[src/rtl/dma_pkg.sv]
// Shared constants for the DMA channel scheduler: FSM encoding, default widths,
// and a constant-evaluable ceil(log2) helper.
package dma_pkg;
    localparam int DEF_NUM_CH = 4;
    localparam int DEF_AW     = 32;
    localparam int DEF_LW     = 32;

    localparam logic [2:0] ST_IDLE   = 3'd0;
    localparam logic [2:0] ST_GRANT  = 3'd1;
    localparam logic [2:0] ST_LAUNCH = 3'd2;
    localparam logic [2:0] ST_WAIT   = 3'd3;
    localparam logic [2:0] ST_FINISH = 3'd4;

    function automatic int clog2(input int value);
        int r;
        r = 0;
        for (int i = 0; i < 31; i++) begin
            if ((1 << i) < value) r = i + 1;
        end
        return r;
    endfunction
endpackage

[src/rtl/rr_arbiter.sv]
// Combinational round-robin pick: first requesting channel at or after iPtr.
module rr_arbiter
    import dma_pkg::*;
#(
    parameter int NUM_CH = DEF_NUM_CH,
    parameter int IW     = clog2(NUM_CH)
) (
    input  logic [NUM_CH-1:0] iReq,
    input  logic [IW-1:0]     iPtr,
    output logic [NUM_CH-1:0] oGrant_onehot,
    output logic [IW-1:0]     oIdx
);
    always_comb begin
        oIdx = '0;
        // Scan farthest offset first so the closest requester to iPtr wins.
        for (int i = NUM_CH - 1; i >= 0; i--) begin
            if (iReq[(int'(iPtr) + i) % NUM_CH]) oIdx = IW'((int'(iPtr) + i) % NUM_CH);
        end
        oGrant_onehot = (|iReq) ? (NUM_CH'(1) << oIdx) : '0;
    end
endmodule

[src/rtl/dma_channel_scheduler.sv]
// Round-robin owner of the shared DMA read/write masters: latches one channel's
// descriptor, strobes start, waits for write-master done or watchdog timeout.
module dma_channel_scheduler
    import dma_pkg::*;
#(
    parameter int NUM_CH      = DEF_NUM_CH,
    parameter int AW          = DEF_AW,
    parameter int LW          = DEF_LW,
    parameter int TIMEOUT_CYC = 65535
) (
    input  logic                 iClk,
    input  logic                 iReset,
    input  logic [NUM_CH-1:0]    iReq,
    input  logic [NUM_CH*AW-1:0] iRM_startaddress,
    input  logic [NUM_CH*AW-1:0] iWM_startaddress,
    input  logic [NUM_CH*LW-1:0] iLength,
    input  logic                 iMW_done,
    output logic                 oStart,
    output logic [AW-1:0]        oRM_startaddress,
    output logic [AW-1:0]        oWM_startaddress,
    output logic [LW-1:0]        oLength,
    output logic [NUM_CH-1:0]    oGrant,
    output logic [NUM_CH-1:0]    oDone,
    output logic [NUM_CH-1:0]    oError,
    output logic                 oBusy
);
    localparam int IW = clog2(NUM_CH);
    localparam int CW = (TIMEOUT_CYC == 0) ? 1 : clog2(TIMEOUT_CYC + 1);
    localparam bit WD_EN = (TIMEOUT_CYC != 0);
    localparam logic [CW-1:0] WD_LAST = CW'(TIMEOUT_CYC - 1);

    logic [2:0]        state;
    logic [IW-1:0]     ptr;
    logic [IW-1:0]     curIdx;
    logic [IW-1:0]     arbIdx;
    logic [NUM_CH-1:0] arbOneHot;
    logic [CW-1:0]     wdCnt;
    logic              timedOut;

    rr_arbiter #(.NUM_CH(NUM_CH), .IW(IW)) arb (
        .iReq          (iReq),
        .iPtr          (ptr),
        .oGrant_onehot (arbOneHot),
        .oIdx          (arbIdx)
    );

    always_ff @(posedge iClk) begin
        if (iReset) begin
            state            <= ST_IDLE;
            ptr              <= '0;
            curIdx           <= '0;
            wdCnt            <= '0;
            timedOut         <= 1'b0;
            oGrant           <= '0;
            oRM_startaddress <= '0;
            oWM_startaddress <= '0;
            oLength          <= '0;
        end else begin
            case (state)
                ST_IDLE: begin
                    if (|iReq) begin
                        oGrant           <= arbOneHot;
                        curIdx           <= arbIdx;
                        oRM_startaddress <= iRM_startaddress[int'(arbIdx)*AW +: AW];
                        oWM_startaddress <= iWM_startaddress[int'(arbIdx)*AW +: AW];
                        oLength          <= iLength[int'(arbIdx)*LW +: LW];
                        state            <= ST_GRANT;
                    end
                end
                ST_GRANT: begin
                    timedOut <= 1'b0;
                    // Zero-length descriptors complete without touching the datapath.
                    state    <= (oLength == '0) ? ST_FINISH : ST_LAUNCH;
                end
                ST_LAUNCH: begin
                    wdCnt <= '0;
                    state <= ST_WAIT;
                end
                ST_WAIT: begin
                    if (iMW_done) begin
                        state <= ST_FINISH;
                    end else if (WD_EN && wdCnt == WD_LAST) begin
                        timedOut <= 1'b1;
                        state    <= ST_FINISH;
                    end else if (wdCnt != '1) begin
                        wdCnt <= wdCnt + 1'b1;
                    end
                end
                ST_FINISH: begin
                    oGrant <= '0;
                    ptr    <= (curIdx == IW'(NUM_CH - 1)) ? '0 : curIdx + 1'b1;
                    state  <= ST_IDLE;
                end
                default: state <= ST_IDLE;
            endcase
        end
    end

    assign oStart = (state == ST_LAUNCH);
    assign oDone  = (state == ST_FINISH && !timedOut) ? oGrant : '0;
    assign oError = (state == ST_FINISH &&  timedOut) ? oGrant : '0;
    assign oBusy  = (state != ST_IDLE);
endmodule

[config.mk]
export PLATFORM = sky130hd
export DESIGN_NAME = dma_channel_scheduler
export DESIGN_NICKNAME = d
export VERILOG_FILES = /design/src/rtl/dma_pkg.sv /design/src/rtl/rr_arbiter.sv /design/src/rtl/dma_channel_scheduler.sv
export SDC_FILE = /design/constraint.sdc
export NUM_CORES = 1
export LEC_CHECK = 0
export ABC_AREA = 1
export CORE_AREA = 2 2 195 197
export DETAILED_ROUTE_END_ITERATION = 16
export DIE_AREA = 0 0 197 199
export GPL_TIMING_DRIVEN = 0
export HOLD_SLACK_MARGIN = 0.08
export SYNTH_ARGS = -nofsm -noshare
export SYNTH_HDL_FRONTEND = slang
export SYNTH_HIERARCHICAL = 1
export SYNTH_SLANG_ARGS = --single-unit
[constraint.sdc]
create_clock -name iClk -period 3.26 [get_ports iClk]
set_clock_uncertainty 0.1 [all_clocks]
set_input_delay 0.326 -clock iClk [delete_from_list [all_inputs] [get_ports iClk]]
set_output_delay 0.326 -clock iClk [all_outputs]
set_load 0.02 [all_outputs]
==> Flow_metrics.wiki <==
{| class="wikitable"
! Metric !! Value
|-
| Outcome || finished clean
|-
| Via-to-Cell Ratio || 4.89
|-
| Reg clk slew, reported paths || 0.06 ns
|-
| DR pass1 iterations || 5
|-
| Hold-fix buffer count after cts || 0
|-
| Leakage power total || 5.43 nW
|-
| CP Data Required Time || 3.49 ns
|-
| Path class of the lowest-slack min-delay path || in -> reg
|-
| Total placed cells including tap cells || 2273
|-
| Share of the clock period used by the worst path || 91.0%
|-
| # IOs || 501
|-
| Antenna-violating nets left || 0
|-
| Total global-route track usage || 22.9%
|-
| Final number of setup-violating endpoints || 0
|-
| Total vias in the final route || 11272
|-
| GR Overflow Total || 0
|-
| Number of synthesis warnings || 6
|-
| Maximum achievable frequency || 0.337 GHz
|-
| Number of standard cells in the final layout excluding fillers || 2304
|-
| Async set or reset register ratio after synthesis || 0%
|-
| Reported max-cap violation count || 0
|-
| Final Util || 39.1%
|-
| Share of the synthesized area in the top cell type || 29.8%
|-
| Largest net degree at the start of global routing || 17
|-
| Top cells by area in the synthesized netlist || dfxtp_1, nor2_1, o21ai_0
|-
| Cell type with the largest total area after synthesis || dfxtp_1
|-
| Count of instances resized after the clock tree is built || 0
|-
| Transition time at the pin with the least slew margin || 0.875 ns
|-
| Share of synthesized area occupied by flip-flops and latches || 29.8%
|-
| Crit path kind || reg -> reg
|-
| Clock tree from TritonCTS || yes
|-
| Grt met3 use || 4.76%
|-
| Final number of hold-violating endpoints || 0
|-
| Core outline area || 0.0371 mm2
|-
| Vias in the first global route || 11107
|-
| Synth cell types || 34
|-
| Starting utilization of the core area || 22.4%
|-
| Most congested layer reported by global routing || met2
|-
| Fin. max-slew vios || 0
|-
| Wire length of the first global-routing pass || 66.7 mm
|-
| Post-Synthesis Cell Area || 0.00832 mm2
|-
| Final net count || 2211
|-
| RSZ-0062 raised after global routing || no
|-
| Clk Latency, worst-skew pair || 0.42 ns
|-
| Minimum clock period || 2.97 ns
|-
| Initial antenna violation count || 1
|-
| Mean instance size in the synthesized netlist || 6.40 um2
|-
| Element type at the critical path end || register
|-
| Max clock buf depth || 2
|-
| Total wire length after detailed routing || 46.6 mm
|-
| Maximum resistive drop on vdd || 0.310 mV
|-
| Most instantiated cells after synthesis || nor2_1, o21ai_0, dfxtp_1
|-
| Global Route met2 Usage || 38.9%
|-
| Number of buffers added by the clock tree synthesis step || 17
|-
| Routed wirelength normalized by instance count || 20.2 um
|-
| Pwr Density || 466 mW/mm2
|-
| Vertical die dimension || 199 um
|-
| Worst Setup Start Kind || register
|-
| Layout overhead on the synthesized area || 74.3%
|-
| Count of port buffers added during placement || 499
|-
| H-tree depth reported by CTS || 4
|-
| Crit Path Max Fanout || 10
|-
| Fraction of layout cells with a size suffix above 1 || 9.62%
|-
| Clock tree sinks || 124
|-
| HPWL after detailed placement || 37.7 mm
|-
| Number of standard-cell rows in the floorplan || 71
|-
| Clock Root Buffer || clkbuf_16
|-
| Library cell with the highest instance count after synthesis || nor2_1
|-
| Nets in the synthesized netlist || 1694
|-
| Residual DRC count || 0
|-
| Count of routing violations after the opening detailed-route iteration || 687
|-
| Tightest slew margin relative to the limit || 41.7%
|-
| Die X || 197 um
|-
| Last weighted congestion value of the routability-driven placer || 0.957
|-
| Synth Instances || 1300
|-
| Die area || 0.0392 mm2
|-
| Number of antenna repair diodes || 0
|-
| Most used flip-flop cell after synthesis || dfxtp_1
|-
| Number of flops mapped to enable cells by yosys || 0
|-
| Global-route track usage on met1 || 28.2%
|-
| Data arrival time at the worst-slack endpoint || 3.20 ns
|-
| Register bit total from synthesis || 124
|}
-- through the flow --
step / area (um2) / TNS, ns / total power [W] / worst slack (ns) / hold WS (ns)
after floorplan: 8320 / 0 / 0.00331 / 1.24 / 0.343
after global placement: 13900 / -0.530 / 0.00478 / -0.208 / 0.362
after detailed placement: 13900 / -0.929 / 0.00480 / -0.247 / 0.369
after CTS: 14500 / 0 / 0.00681 / 0.123 / 0.376
after global routing: 14500 / 0 / 0.00711 / 0.0141 / 0.417
final: 14500 / 0 / 0.00675 / 0.294 / 0.373
-- flip-flops by register name (all words and copies together), names as in the netlist --
signal	flops
state	3
curIdx	2
oLength	32
ptr	2
oGrant	4
timedOut	1
oRM_startaddress	32
oWM_startaddress	32
wdCnt	16
-- per-layer routing --
layer / vias up / share of wire, %
met2: 519 / 48
li1: 5476 / -
met5: - / 0.021
met4: 2 / 3.8
met1: 5190 / 41
met3: 85 / 7.1
-- cell usage in the layout, fill, tap and decap left out, drive strengths merged, types with 5 or more instances in the layout --
| cell | netlist | final |
|---|---|---|
| nand2 | 88 | 88 |
| nor2 | 369 | 369 |
| nor3 | 88 | 88 |
| clkinv | 0 | 5 |
| clkdlybuf4s50 | 0 | 499 |
| nand4 | 7 | 7 |
| dfxtp | 124 | 124 |
| buf | 60 | 60 |
| o22ai | 96 | 96 |
| clkbuf | 47 | 65 |
| nand3 | 37 | 37 |
| a21oi | 99 | 99 |
| inv | 61 | 62 |
| o21ai | 200 | 200 |
| a211oi | 10 | 10 |
-- path summary, 6_finish.rpt --
kind                    start  slack (ns)          end  cells after the start
setup reg to reg       ptr[0]        0.29  oLength[19]                     12
hold / removal         iReset        0.37  oLength[10]                      2
setup / recovery       ptr[0]        0.29  oLength[19]                     12
hold reg to reg   oLength[10]        0.38  oLength[10]                      2
-- layout make-up --
type | count | area (um2)
clock buffers | 19 | 433
multi-input cells | 1008 | 5020
flip-flops and latches | 124 | 2480
repair buffers | 499 | 4990
fillers | 3881 | 22600
well taps | 474 | 593
inverters | 61 | 231
clock inverters | 13 | 169
plain buffers | 106 | 578
-- cells by family after synthesis --
logic type,after synthesis,synth area share [%]
flip-flops,124,29.8
buffers and inverters,168,9.77
AO/OA/AOI/OAI,412,27.0
XOR/XNOR,3,0.316
adder cells (fa/ha/maj),3,0.451
AND/OR/NAND/NOR,590,32.6
-- timing repair --
| action | 4_1_cts | 5_1_grt |
|---|---|---|
| buffers inserted | 0 | 0 |
| hold endpoints to repair | 0 | 0 |
| setup endpoints to repair | 0 | 1 |
-- worst max-delay path, stage by stage (launching register included) --
cell      delay, ns
dfxtp_1        0.37
buf_6          0.17
nand2_2        0.06
o21ai_2        0.08
nor2_1         0.07
nor2_1         0.12
nand3_2        0.10
nand2_2        0.28
clkbuf_1       0.64
o21ai_0        0.30
o22ai_1        0.35
nor2_1         0.07
a211oi_1       0.17
-- report_power, final --
part / leakage (nW) / internal (W) / switching [W]
Combinational: 4.13 / 0.00128 / 0.00162
Clock: 0.280 / 0.00121 / 0.000773
Sequential: 1.03 / 0.00173 / 0.000141
Total: 5.43 / 0.00422 / 0.00254
Note: power is estimated with default switching activity, not from simulation.
